$ cat config.mk
export PLATFORM = sky130hd
export DESIGN_NAME = fifo_write_arbiter
export DESIGN_NICKNAME = d
export VERILOG_FILES = /design/src/rtl/fifo_arb_pkg.sv /design/src/rtl/rr_pick.sv /design/src/rtl/fifo_write_arbiter.sv
export SDC_FILE = /design/constraint.sdc
export NUM_CORES = 1
export LEC_CHECK = 0
export ABC_CLOCK_PERIOD_IN_PS = 3300
export BUFFER_PORTS_ARGS = -buffer_cell sky130_fd_sc_hd__clkbuf_2
export CORE_AREA = 5 5 42 44
export CTS_CLUSTER_SIZE = 30
export DETAILED_ROUTE_END_ITERATION = 10
export DIE_AREA = 0 0 47 49
export GPL_ROUTABILITY_DRIVEN = 0
export PLACE_DENSITY = 0.81
export SLEW_MARGIN = 40
export SYNTH_ARGS = -nofsm -noshare
export SYNTH_HDL_FRONTEND = slang
export SYNTH_HIERARCHICAL = 1
export SYNTH_SLANG_ARGS = --single-unit
$ cat constraint.sdc
create_clock -name wclk -period 3.3 [get_ports wclk]
set_clock_uncertainty 0.1 [all_clocks]
set_input_delay 0.165 -clock wclk [delete_from_list [all_inputs] [get_ports wclk]]
set_output_delay 0.165 -clock wclk [all_outputs]
set_load 0.03 [all_outputs]
$ cat src/rtl/fifo_arb_pkg.sv
// Shared types and helpers for the FIFO write-port arbiter.
// Holds the arbiter state encoding and the wrapping round-robin pointer step.
package fifo_arb_pkg;

    typedef enum logic [0:0] {
        IDLE  = 1'b0,
        GRANT = 1'b1
    } arb_state_e;

    // Next round-robin pointer, wrapping at nreq-1 -> 0 (nreq need not be a power of 2).
    function automatic int rr_next(input int ptr, input int nreq);
        return (ptr >= nreq - 1) ? 0 : ptr + 1;
    endfunction

endpackage

$ cat src/rtl/rr_pick.sv
// Rotate-priority picker: first set req_valid bit searching rr_ptr, rr_ptr+1, ... with wrap.
// Latency: purely combinational.
// Backpressure: none; the caller decides when to register the pick.
module rr_pick #(
    parameter int NREQ = 4,
    parameter int IDW  = $clog2(NREQ)
) (
    input  logic [NREQ-1:0] req_valid,
    input  logic [IDW-1:0]  rr_ptr,
    output logic [IDW-1:0]  pick,
    output logic            any
);

    function automatic int wrap_idx(input int v);
        return (v >= NREQ) ? v - NREQ : v;
    endfunction

    always_comb begin
        pick = '0;
        any  = |req_valid;
        // Walk from farthest to nearest so the closest requester to rr_ptr wins.
        for (int k = NREQ - 1; k >= 0; k--) begin
            if (req_valid[IDW'(wrap_idx(int'(rr_ptr) + k))]) begin
                pick = IDW'(wrap_idx(int'(rr_ptr) + k));
            end
        end
    end

endmodule

$ cat src/rtl/fifo_write_arbiter.sv
// Round-robin arbiter sharing one FIFO write port between NREQ requesters, grant locked for <= BURST beats.
// Latency: 1-cycle arbitration per grant, then beats pass combinationally to wr/wdata.
// Backpressure: wfull deasserts the granted req_ready and wr; the grant is held through the stall.
module fifo_write_arbiter #(
    parameter int NREQ  = 4,
    parameter int dw    = 2,
    parameter int BURST = 4
) (
    input  logic                      wclk,
    input  logic                      wrst,
    input  logic [NREQ-1:0]           req_valid,
    input  logic [NREQ*dw-1:0]        req_data,
    input  logic [NREQ-1:0]           req_last,
    output logic [NREQ-1:0]           req_ready,
    input  logic                      wfull,
    output logic                      wr,
    output logic [dw-1:0]             wdata,
    output logic [$clog2(NREQ)-1:0]   grant_id,
    output logic                      busy
);

    import fifo_arb_pkg::*;

    localparam int IDW = $clog2(NREQ);
    localparam int CW  = $clog2(BURST + 1);

    arb_state_e      state;
    logic [IDW-1:0]  rr_ptr;
    logic [CW-1:0]   beat_cnt;

    logic [IDW-1:0]  pick;
    logic            any;
    logic            g_valid;
    logic            g_last;
    logic [dw-1:0]   g_data;
    logic            done;

    rr_pick #(
        .NREQ (NREQ),
        .IDW  (IDW)
    ) u_rr_pick (
        .req_valid (req_valid),
        .rr_ptr    (rr_ptr),
        .pick      (pick),
        .any       (any)
    );

    assign busy = (state == GRANT);

    always_comb begin
        g_valid = 1'b0;
        g_last  = 1'b0;
        g_data  = '0;
        for (int i = 0; i < NREQ; i++) begin
            if (grant_id == IDW'(i)) begin
                g_valid = req_valid[i];
                g_last  = req_last[i];
                g_data  = req_data[i*dw +: dw];
            end
        end
    end

    always_comb begin
        req_ready = '0;
        for (int i = 0; i < NREQ; i++) begin
            req_ready[i] = busy & ~wfull & (grant_id == IDW'(i));
        end
    end

    assign wr    = busy & g_valid & ~wfull;
    assign wdata = wr ? g_data : '0;

    // An idle granted requester releases even while the FIFO is full.
    assign done = busy & (~g_valid | (wr & (g_last | (beat_cnt == CW'(BURST - 1)))));

    always_ff @(posedge wclk) begin
        if (wrst) begin
            state    <= IDLE;
            rr_ptr   <= '0;
            beat_cnt <= '0;
            grant_id <= '0;
        end else if (state == IDLE) begin
            if (any) begin
                grant_id <= pick;
                rr_ptr   <= IDW'(rr_next(int'(pick), NREQ));
                beat_cnt <= '0;
                state    <= GRANT;
            end
        end else begin
            if (wr) begin
                beat_cnt <= beat_cnt + CW'(1);
            end
            if (done) begin
                state <= IDLE;
            end
        end
    end

endmodule

======== Yosys cells after proc, flatten, opt, wreduce, memory -nomap -nowiden ========
Index checks and enable logic that the tools add are counted.
Widths: inputs -> output; s select.
operators by class
  $lt $le $gt $ge ......................... 9
  muxes and demuxes ....................... 40
  add/subtract/negate cells ............... 9
  bitwise operators ....................... 14
  eq/ne operators ......................... 5
  reductions and logical operators ........ 5
operators with widths
  cell                 number
  $mux 2               14
  $mux 1               19
  $lt 2x4->1 const B   4
  $and 1x1->1          9
  $ge 3x3->1 const B   3
  $mux 3               3
  $bmux 1 s2           4
  $sub 2x1->2 const B  4
  $add 2x2->3 const B  2
  $eq 2x2->1 const B   2
  $reduce_and 2->1     2
  $reduce_or 4->1      1
  $add 2x1->3 const B  1
  $add 3x1->3 const B  1
  $eq 3x2->1 const B   1
  $ge 2x3->1 const B   1
  $not 1->1            3
  $add 2x1->2 const B  1
  $eq 2x1->1 const B   1
  $ge 2x2->1 const B   1
  $logic_not 2->1      1
  $ne 2x2->1 const B   1
  $or 1x1->1           2
  $reduce_bool 2->1    1
word-level totals
  output and inout bits ................... 10
  flip-flop bits (word level) ............. 8
  logic and storage cells ................. 86
  bits of input ports ..................... 19

======== Longest topological paths before layout ========
Gate-level depths: netlist of the first run.
  depth in word-level cells ............... 12
  gate-level depth with buffers ........... 6
  mapped depth without buffers ............ 6

======== Cells and area by module ========
The synthesis of the first run kept the hierarchy.
by module, submodules not included
  module              cells each  area each (sq um)  times used
  fifo_write_arbiter  61          544.3              1
  rr_pick             13          77.6               1

======== Least setup slack after synthesis of the first run ========
Ideal clock, no wire load.
  path kind ............................... reg-to-output
  start ................................... register state (netlist: busy)
  end ..................................... output port req_ready[0]
  cell stages (with the launch flop) ...... 4
  arrival ................................. 1,820 ps
  path buffers ............................ 1
  path slack .............................. 1,215 ps
  cells stage by stage .................... dfxtp_1 nor2b_1 clkbuf_1 nor3b_1
between the ends
  longest elaborated chain between the ends .. 2
RTL lines
  item                       line                      RTL
  from (decl)                fifo_write_arbiter.sv:27  arb_state_e state;
  from (signal assigned)     fifo_write_arbiter.sv:78  state <= IDLE;
  from (signal assigned)     fifo_write_arbiter.sv:87  state <= GRANT;
  from (signal assigned)     fifo_write_arbiter.sv:94  state <= IDLE;
  $and 1x1->1 (2 in series)  fifo_write_arbiter.sv:66  req_ready[i] = busy & ~wfull & (grant_id == IDW'(i));
  to (decl)                  fifo_write_arbiter.sv:14  output logic [NREQ-1:0] req_ready,
Every way passes these cells.

======== Worst setup path in the final report of the first run ========
  start ................................... register grant_id[0]
  end ..................................... output port wdata[1]
between the ends
  longest elaborated chain between the ends .. 8
RTL lines
  item                       line                      RTL
  from (decl)                fifo_write_arbiter.sv:18  output logic [$clog2(NREQ)-1:0] grant_id,
  from (signal assigned)     fifo_write_arbiter.sv:84  grant_id <= pick;
  $logic_not 2->1            fifo_write_arbiter.sv:55  if (grant_id == IDW'(i)) begin
  $mux 1 (4 in series)       fifo_write_arbiter.sv:55
  $and 1x1->1 (2 in series)  fifo_write_arbiter.sv:70  assign wr = busy & g_valid & ~wfull;
  $mux 2 (*)                 fifo_write_arbiter.sv:71  assign wdata = wr ? g_data : '0;
  to (decl)                  fifo_write_arbiter.sv:17  output logic [dw-1:0] wdata,
Mark *: on every way between the ends. The rest lies on a longest branch, timed or not.

==> results of run 1 <==
cells in the final DEF, fill, tap and decap left out:
master / n
a211o_1: 3
a211oi_1: 1
a211oi_2: 1
a21oi_1: 8
a221oi_1: 1
and3_2: 3
and3b_2: 1
clkbuf_2: 28
clkbuf_4: 3
dfxtp_1: 8
ha_1: 3
inv_1: 4
mux2i_1: 3
mux4_1: 2
mux4_2: 1
nand2_1: 11
nand2b_1: 3
nand3_1: 2
nand3b_1: 2
nor2_1: 6
nor2b_1: 3
nor3b_1: 2
o22ai_1: 1
or3_1: 1
critical path: cells and delay by family, from the launching register on:
kind / cells / cell delay (ns)
muxes: 1 / 0.68
DFF: 1 / 0.57
and+or+nand+nor: 1 / 0.22
buffers and inverters: 1 / 0.17
layer usage:
| layer | vias up | track usage [%] |
|---|---|---|
| met3 | 6 | 2.21 |
| met2 | 22 | 20.4 |
| li1 | 324 | - |
| met4 | 0 | 10.6 |
| met1 | 291 | 14.8 |
| met5 | - | 0 |
power groups by stage:
stage / Sequential, mW / Combinational (mW) / Clock (mW)
after floorplan: 0.126 / 0.0808 / 0
after global placement: 0.126 / 0.108 / 0
after detailed placement: 0.127 / 0.112 / 0
after CTS: 0.125 / 0.113 / 0.0779
after global routing: 0.127 / 0.122 / 0.0840
final: 0.124 / 0.112 / 0.0742
metrics by stage:
stage / util (%) / total power, mW
final: 55.8 / 0.310
after global routing: 55.8 / 0.333
after CTS: 55.8 / 0.315
after detailed placement: 54.2 / 0.239
after global placement: 54.2 / 0.233
after floorplan: - / 0.207
flip-flops by register name (all words and copies together) (netlist names):
register	flops
grant_id	2
beat_cnt	3
rr_ptr	2
busy	1
worst paths after layout:
path / start / endpoint / slack, ns / cells after the start
hold / removal: wrst / beat_cnt[2] / 0.1 / 2
setup reg to reg: grant_id[0] / beat_cnt[1] / 1.45 / 3
setup / recovery: grant_id[0] / wdata[1] / 1.14 / 3
hold reg to reg: rr_ptr[0] / rr_ptr[0] / 0.40 / 2
logic make-up after synthesis:
logic type               synth area share [%]
AO/OA/AOI/OAI                            16.3
adder cells (fa/ha/maj)                  6.04
buffers and inverters                    6.04
flip-flops                               25.8
multiplexers                             16.9
AND/OR/NAND/NOR                          29.0
layout make-up:
class	instances	area share [%]
sequential	8	20.5
timing repair buffer	28	17.9
inverter	4	1.92
clock buffer	3	2.88
tap	16	2.56
multi-input combinational	58	54.2
==> impl_metrics.ini, run 1 <==
[layout]
fillers = 144
syn2layout_area_growth_pct = 25.8
instances_no_fill = 117
fin_area_um2 = 782
ff_latch_area_um2 = 160
diodes = 0
drive_above_1_share_pct = 36.6
finalNetCount = 125
multi_input_area_um2 = 424

[logic_synthesis]
synthTopCellsByArea = dfxtp_1 (26%), mux4_1 (8.5%), nand2_1 (6.6%)
synth_seq_cells = 8
synth_seq_area_share_pct = 25.8
synth_top_area_share_pct = 25.8
yosys_warnings = 6
synthMostInstantiatedCell = nand2_1
synthArstFlopShare_pct = 0
syn_inst = 74
ys_types = 25
synth-edff-count = 0
synth_top_cell_by_area = dfxtp_1
avgSynthCellArea_um2 = 8.40
synth_area_um2 = 622
ys_top_cells_by_count = nand2_1 (11), a21oi_1 (8), dfxtp_1 (8), nor2_1 (6), inv_1 (4)
syn_nets = 96
synth_flop_cell = dfxtp_1

[sta]
hold_viol = 0
period_needed_ns = 2.16
timing.hold.ws_ns = 0.0971
tns_ns = 0
slew_headroom_pct = 49.3
setup_slack_ns = 1.14
slew_viol_final = 0
finalCritPeriodShare_pct = 65.4
timing_worst_slew_pin_value_ns = 0.759
max_freq_mhz = 463
rsz0062_at_grt = false
setup_viol_count_final = 0

[floorplan]
row_count = 14
die_h_um = 49
dieWidth_um = 47
io_pins = 29
coreArea_um2 = 1400
start_util_pct = 44.4
die_area_um2 = 2300

[worst_setup_path]
crit_chain = mux4_2 > and3_2 > clkbuf_2
arrival_ns = 1.89
end_kind = primary output
crit_fanout = 11
crit_path_max_incr_delay_ns = 0.68
cp.required_ns = 3.03
worstSetupStartpointType = flip-flop
cp_slowest_cell = mux4_2
crit_type = flip-flop to primary output

[cts]
post-cts-setup-buffers = 0
cts_max_level = 1
cts_root_buf = clkbuf_4
cts_resized = 0
clk_path_buf_depth = 2
cts_tree = yes
path_clk_slew_ns = 0.06
clock_latency_ns = 0.25
ctsHoldBuffers = 0
cts_sinks = 8
cts_made_buffers = 3

[drt]
antenna_left = 0
drc = 0
wl_met1_um = 558
drtIter0Drc = 5
top_layer_used = met4
wire_per_inst_um = 12.5
wl_met2_um = 771
avgViaCountPerCell = 5.50
drt_wl_total_um = 1470
first_pass_iters = 4
vias = 643
wl_met3_um = 94

[pwr]
p_int_uw = 197
clkPwrFrac_pct = 23.9
seqPwrFrac_pct = 40.1
irDropWorstVdd_uv = 200
switching_share_pct = 36.5
comb_power_share_pct = 36.0
powerDensity_nw_per_um2 = 396
p_sw_uw = 113
leakagePower_nw = 0.364

[global_routing]
grt_pass1_wl_um = 2220
grt_overflow_total = 0
first_global_vias = 583
antenna_found_initial = 0
grt_max_degree = 14
grtUsageTotal_pct = 13.1

[place]
pre_cts_slack_ns = 1.40
portBuffers = 28
placed_area_um2 = 759
hpwl_um = 1210
place_inst = 114

[flow_run]
max_cap_violations = 0

[worst_hold_path]
hold_class = input pin to flip-flop

[status]
status = finished, final reports clean
Power figures use the tool's default switching activity.
==> run 2: changes to the inputs <==
ABC_AREA = 1   (was default)
ABC_CLOCK_PERIOD_IN_PS = 2100   (was 3300)
CORE_AREA = default   (was 5 5 42 44)
CORE_MARGIN = 5   (was default)
CORE_UTILIZATION = 47   (was default)
DIE_AREA = default   (was 0 0 47 49)
PLACE_DENSITY = 0.79   (was 0.81)
clock period = 2.1 ns   (was 3.3 ns; I/O delays follow)
==> impl_metrics.ini, run 2 <==
[logic_synthesis]
ys_types = 20
syn_nets = 148
avgSynthCellArea_um2 = 5.82
synthArstFlopShare_pct = 0
syn_inst = 126
ys_top_cells_by_count = nand2_1 (37), nand3_1 (15), inv_1 (14), nor2_1 (10), o21ai_0 (9)
synth_flop_cell = dfxtp_1
synth_compound_area_share_pct = 16.7
synth_top_cell_by_area = dfxtp_1
synth_top_area_share_pct = 21.8
synth-edff-count = 0
synthMuxAreaShare_pct = 0
synth_area_um2 = 733
yosys_warnings = 6
synth_top_family_by_area = simple AND/OR/NAND/NOR gates
synth_seq_cells = 8
synthTopCellsByArea = dfxtp_1 (22%), nand2_1 (19%), nand3_1 (10%)
synth_xor_area_share_pct = 0
synth-simple-area-share_pct = 45.6
synth_fa_ha_area_share_pct = 5.12
synthMostInstantiatedCell = nand2_1
synth_seq_area_share_pct = 21.8

[layout]
drive_above_1_share_pct = 27.4
syn2layout_area_growth_pct = 24.7
final_util_pct = 61.4
diodes = 0
final_common_cell = nand2_1
finalNetCount = 181
largest_reg_flops = 3
top_register = beat_cnt
fin_area_um2 = 915
final_cell_mix = nand2_1 (37), clkbuf_2 (28), nand3_1 (15)
top_regs = beat_cnt (3), grant_id (2), rr_ptr (2)

[floorplan]
start_util_pct = 49.2
dieWidth_um = 49.5
row_count = 14
coreArea_um2 = 1490
die_h_um = 49.5
io_pins = 29
die_area_um2 = 2450

[drt]
first_pass_iters = 4
drtIter0Drc = 21
drc = 0
wire_per_inst_um = 11.5
antenna_left = 0
drt_wl_total_um = 1990
avgViaCountPerCell = 5.18
vias = 897

[worst_setup_path]
crit_top_cell = nand2_4
crit_type = flip-flop to primary output
worstSetupStartpointType = flip-flop
cp_num_buf_inv = 2
crit_path_max_incr_delay_ns = 0.53
crit_chain = nand2_2 > inv_2 > nand2_1 > nand2_4 > nand2_4 > a211oi_2 > clkbuf_2
cp_top_family = flip-flops
arrival_ns = 1.75
cp.required_ns = 1.89
cp_slowest_cell = dfxtp_1
crit_fanout = 10
end_kind = primary output

[pwr]
p_int_uw = 450
seqPwrFrac_pct = 25.6
powerDensity_nw_per_um2 = 1060
clkPwrFrac_pct = 12.4
switching_share_pct = 53.5
leakagePower_nw = 0.530
power_uw = 967
p_sw_uw = 517
comb_power_share_pct = 62.0
irDropWorstVdd_uv = 551

[status]
status = finished, final reports clean

[cts]
clock_latency_ns = 0.26
cts_sinks = 8
clk_path_buf_depth = 2
post-cts-setup-buffers = 0
cts_max_level = 1
cts_made_buffers = 3
cts_root_buf = clkbuf_4
path_clk_slew_ns = 0.06
cts_tree = yes

[place]
hpwl_um = 1650
placed_area_um2 = 882
portBuffers = 28

[sta]
setup_viol_count_final = 0
timing.hold.ws_ns = 0.140
slew_headroom_pct = 72.5
hold_viol = 0
timing_worst_slew_pin_value_ns = 0.411
finalCritPeriodShare_pct = 92.9
period_needed_ns = 1.95
max_freq_mhz = 513
rsz0062_at_grt = false
tns_ns = 0
slew_viol_final = 0

[global_routing]
antenna_found_initial = 0
grt_overflow_total = 0
grt_pass1_wl_um = 3320
first_global_vias = 832
grt_max_degree = 11
grtUsageTotal_pct = 17.2

[worst_hold_path]
hold_class = input pin to flip-flop

[flow_run]
max_cap_violations = 0
run 2: cell type report:
type	instances	area, µm²
Fill cell	141	574
Multi-Input combinational cell	99	494
Sequential cell	8	160
Timing Repair Buffer	29	150
Inverter	18	67.6
Clock buffer	3	22.5
Tap cell	16	20.0
run 2: worst register-to-register path, cell delays in order, from the launching register on:
cell	delay, ns
dfxtp_1	0.45
inv_2	0.12
nand2_1	0.11
nand3_1	0.09
nand2_1	0.08
nand2_1	0.07
nand2_1	0.07
nand2_1	0.05
nand2_1	0.06
inv_1	0.06
ha_1	0.28
o21ai_0	0.16
nor2_1	0.06
run 2: worst paths after layout:
kind,cells after the start,end,slack (ns),startpoint
worst max-delay path,7,wdata[1],0.15,grant_id[1]
worst min-delay path,5,busy,0.14,req_last[3]
worst min register to register,2,beat_cnt[1],0.38,beat_cnt[1]
worst max register to register,12,rr_ptr[1],0.23,rr_ptr[0]
run 2: layer usage:
| metal | global-route usage, % | part of all wire [%] |
|---|---|---|
| met1 | 17.5 | 39 |
| met2 | 30.5 | 46 |
| met3 | 4.22 | 11 |
| met4 | 11.8 | 3.7 |
| met5 | 0 | 0 |
run 2: cells by family after synthesis:
logic type,count (synthesis)
simple gates,74
compound gates,22
buf+inv,19
flops,8
fa+ha+maj,3
run 2: power by group through the flow:
stage	Combinational, mW	Sequential (mW)	Clock, mW
floorplan	0.450	0.258	0
global placement	0.569	0.246	0
detailed placement	0.590	0.249	0
CTS	0.595	0.245	0.123
global route	0.681	0.254	0.132
finish	0.600	0.247	0.120
run 2: what timing repair did:
item | in CTS | in global routing
hold buffers | 1 | 0
endpoints found under the hold margin | 4 | 0
resized for setup | 0 | 0
run 2: per-stage QoR:
stage,worst slack [ns],instances
after global placement,0.365,169
final,0.150,173
after global routing,0.0418,173
after detailed placement,0.282,169
after floorplan,0.244,126
after CTS,0.141,173
==> run 3: changes to the inputs <==
ABC_CLOCK_PERIOD_IN_PS = 1800   (was 2100)
SLEW_MARGIN = default   (was 40)
clock period = 1.8 ns   (was 2.1 ns; I/O delays follow)
==> impl_metrics.ini, run 3 (same netlist as run 2, synthesis figures left out) <==
[status]
status = finished, final reports clean

[layout]
largest_reg_flops = 3
final_cell_mix = nand2_1 (36), clkbuf_2 (27), nand3_1 (15)
drive_above_1_share_pct = 32.5
instances_no_fill = 173
top_register = beat_cnt
diodes = 0
syn2layout_area_growth_pct = 27.8
final_common_cell = nand2_1
fin_area_um2 = 937
finalNetCount = 181
top_regs = beat_cnt (3), grant_id (2), rr_ptr (2)
final_util_pct = 62.9
fillers = 142

[drt]
first_pass_iters = 4
drc = 0
vias = 933
wl_met3_um = 200
wl_met1_um = 796
wire_per_inst_um = 11.9
drt_wl_total_um = 2060
top_layer_used = met4
antenna_left = 0
drtIter0Drc = 25
wl_met2_um = 988
avgViaCountPerCell = 5.39

[sta]
finalCritPeriodShare_pct = 93.9
tns_ns = 0
timing.hold.ws_ns = 0.101
rsz0062_at_grt = false
setup_viol_count_final = 0
period_needed_ns = 1.69
hold_viol = 0
timing_worst_slew_pin_value_ns = 0.304
setup_slack_ns = 0.110
slew_viol_final = 0
max_freq_mhz = 592
slew_headroom_pct = 79.7

[floorplan]
dieWidth_um = 49.5
start_util_pct = 49.2
row_count = 14
io_pins = 29
die_area_um2 = 2450
die_h_um = 49.5
coreArea_um2 = 1490

[worst_setup_path]
crit_fanout = 10
end_kind = primary output
cp.required_ns = 1.61
arrival_ns = 1.50
worstSetupStartpointType = flip-flop
r2r_cells = 14
crit_type = flip-flop to primary output

[cts]
cts_sinks = 8
cts_root_buf = clkbuf_4
post-cts-setup-buffers = 0
cts_tree = yes
clk_path_buf_depth = 2
path_clk_slew_ns = 0.05
cts_made_buffers = 3
clock_latency_ns = 0.25
cts_max_level = 1

[global_routing]
grt_pass1_wl_um = 3320
antenna_found_initial = 0
grt_overflow_total = 0
grtUsageTotal_pct = 17.2
first_global_vias = 832
grt_max_degree = 11

[worst_hold_path]
hold_class = input pin to flip-flop
holdPathStages = 4

[pwr]
powerDensity_nw_per_um2 = 1260
irDropWorstVdd_uv = 680
leakagePower_nw = 0.532
power_mw = 1.19

[flow_run]
max_cap_violations = 0

[place]
portBuffers = 28
pre_cts_slack_ns = -0.0184
hpwl_um = 1650
placed_area_um2 = 882
place_inst = 169
run 3: path summary, 6_finish.rpt:
check	to	start	slack [ns]
setup / recovery	wdata[0]	grant_id[1]	0.11
hold / removal	beat_cnt[1]	wfull	0.10
hold reg to reg	beat_cnt[1]	beat_cnt[1]	0.38
setup reg to reg	rr_ptr[0]	rr_ptr[0]	0.12
run 3: layout make-up:
class	instances	area [µm²]	area share, %
multi-input cells	99	499	53.3
inverters	18	72.6	7.74
well taps	16	20.0	2.14
clock buffers	3	22.5	2.40
repair buffers	29	153	16.3
flip-flops and latches	8	170	18.2
run 3: worst max-delay path, stage by stage, from the launching register on:
cell	delay [ns]
dfxtp_4	0.38
nand2_2	0.10
inv_2	0.07
nor2_2	0.11
nand2_2	0.08
nand2_4	0.08
nand2_4	0.08
a21oi_1	0.13
clkbuf_2	0.22
run 3: timing repair:
item / in CTS / in global routing
resized for setup: 4 / 13
cloned: 0 / 0
endpoints found under the setup margin: 4 / 7
endpoints found under the hold margin: 4 / 0
pin swaps: 0 / 2
hold buffers: 1 / 0
run 3: where the power goes:
part           internal, mW  switching [mW]  leakage (nW)  total, mW
logic                 0.250           0.487         0.450      0.737
clock network        0.0764          0.0630        0.0138      0.139
registers             0.232          0.0771        0.0677      0.309
total                 0.558           0.627         0.532       1.19
run 3: metal layers:
layer,vias up,global-route usage (%)
met5,-,0
met4,0,11.8
met3,8,4.22
met2,45,30.5
met1,403,17.5
li1,477,-
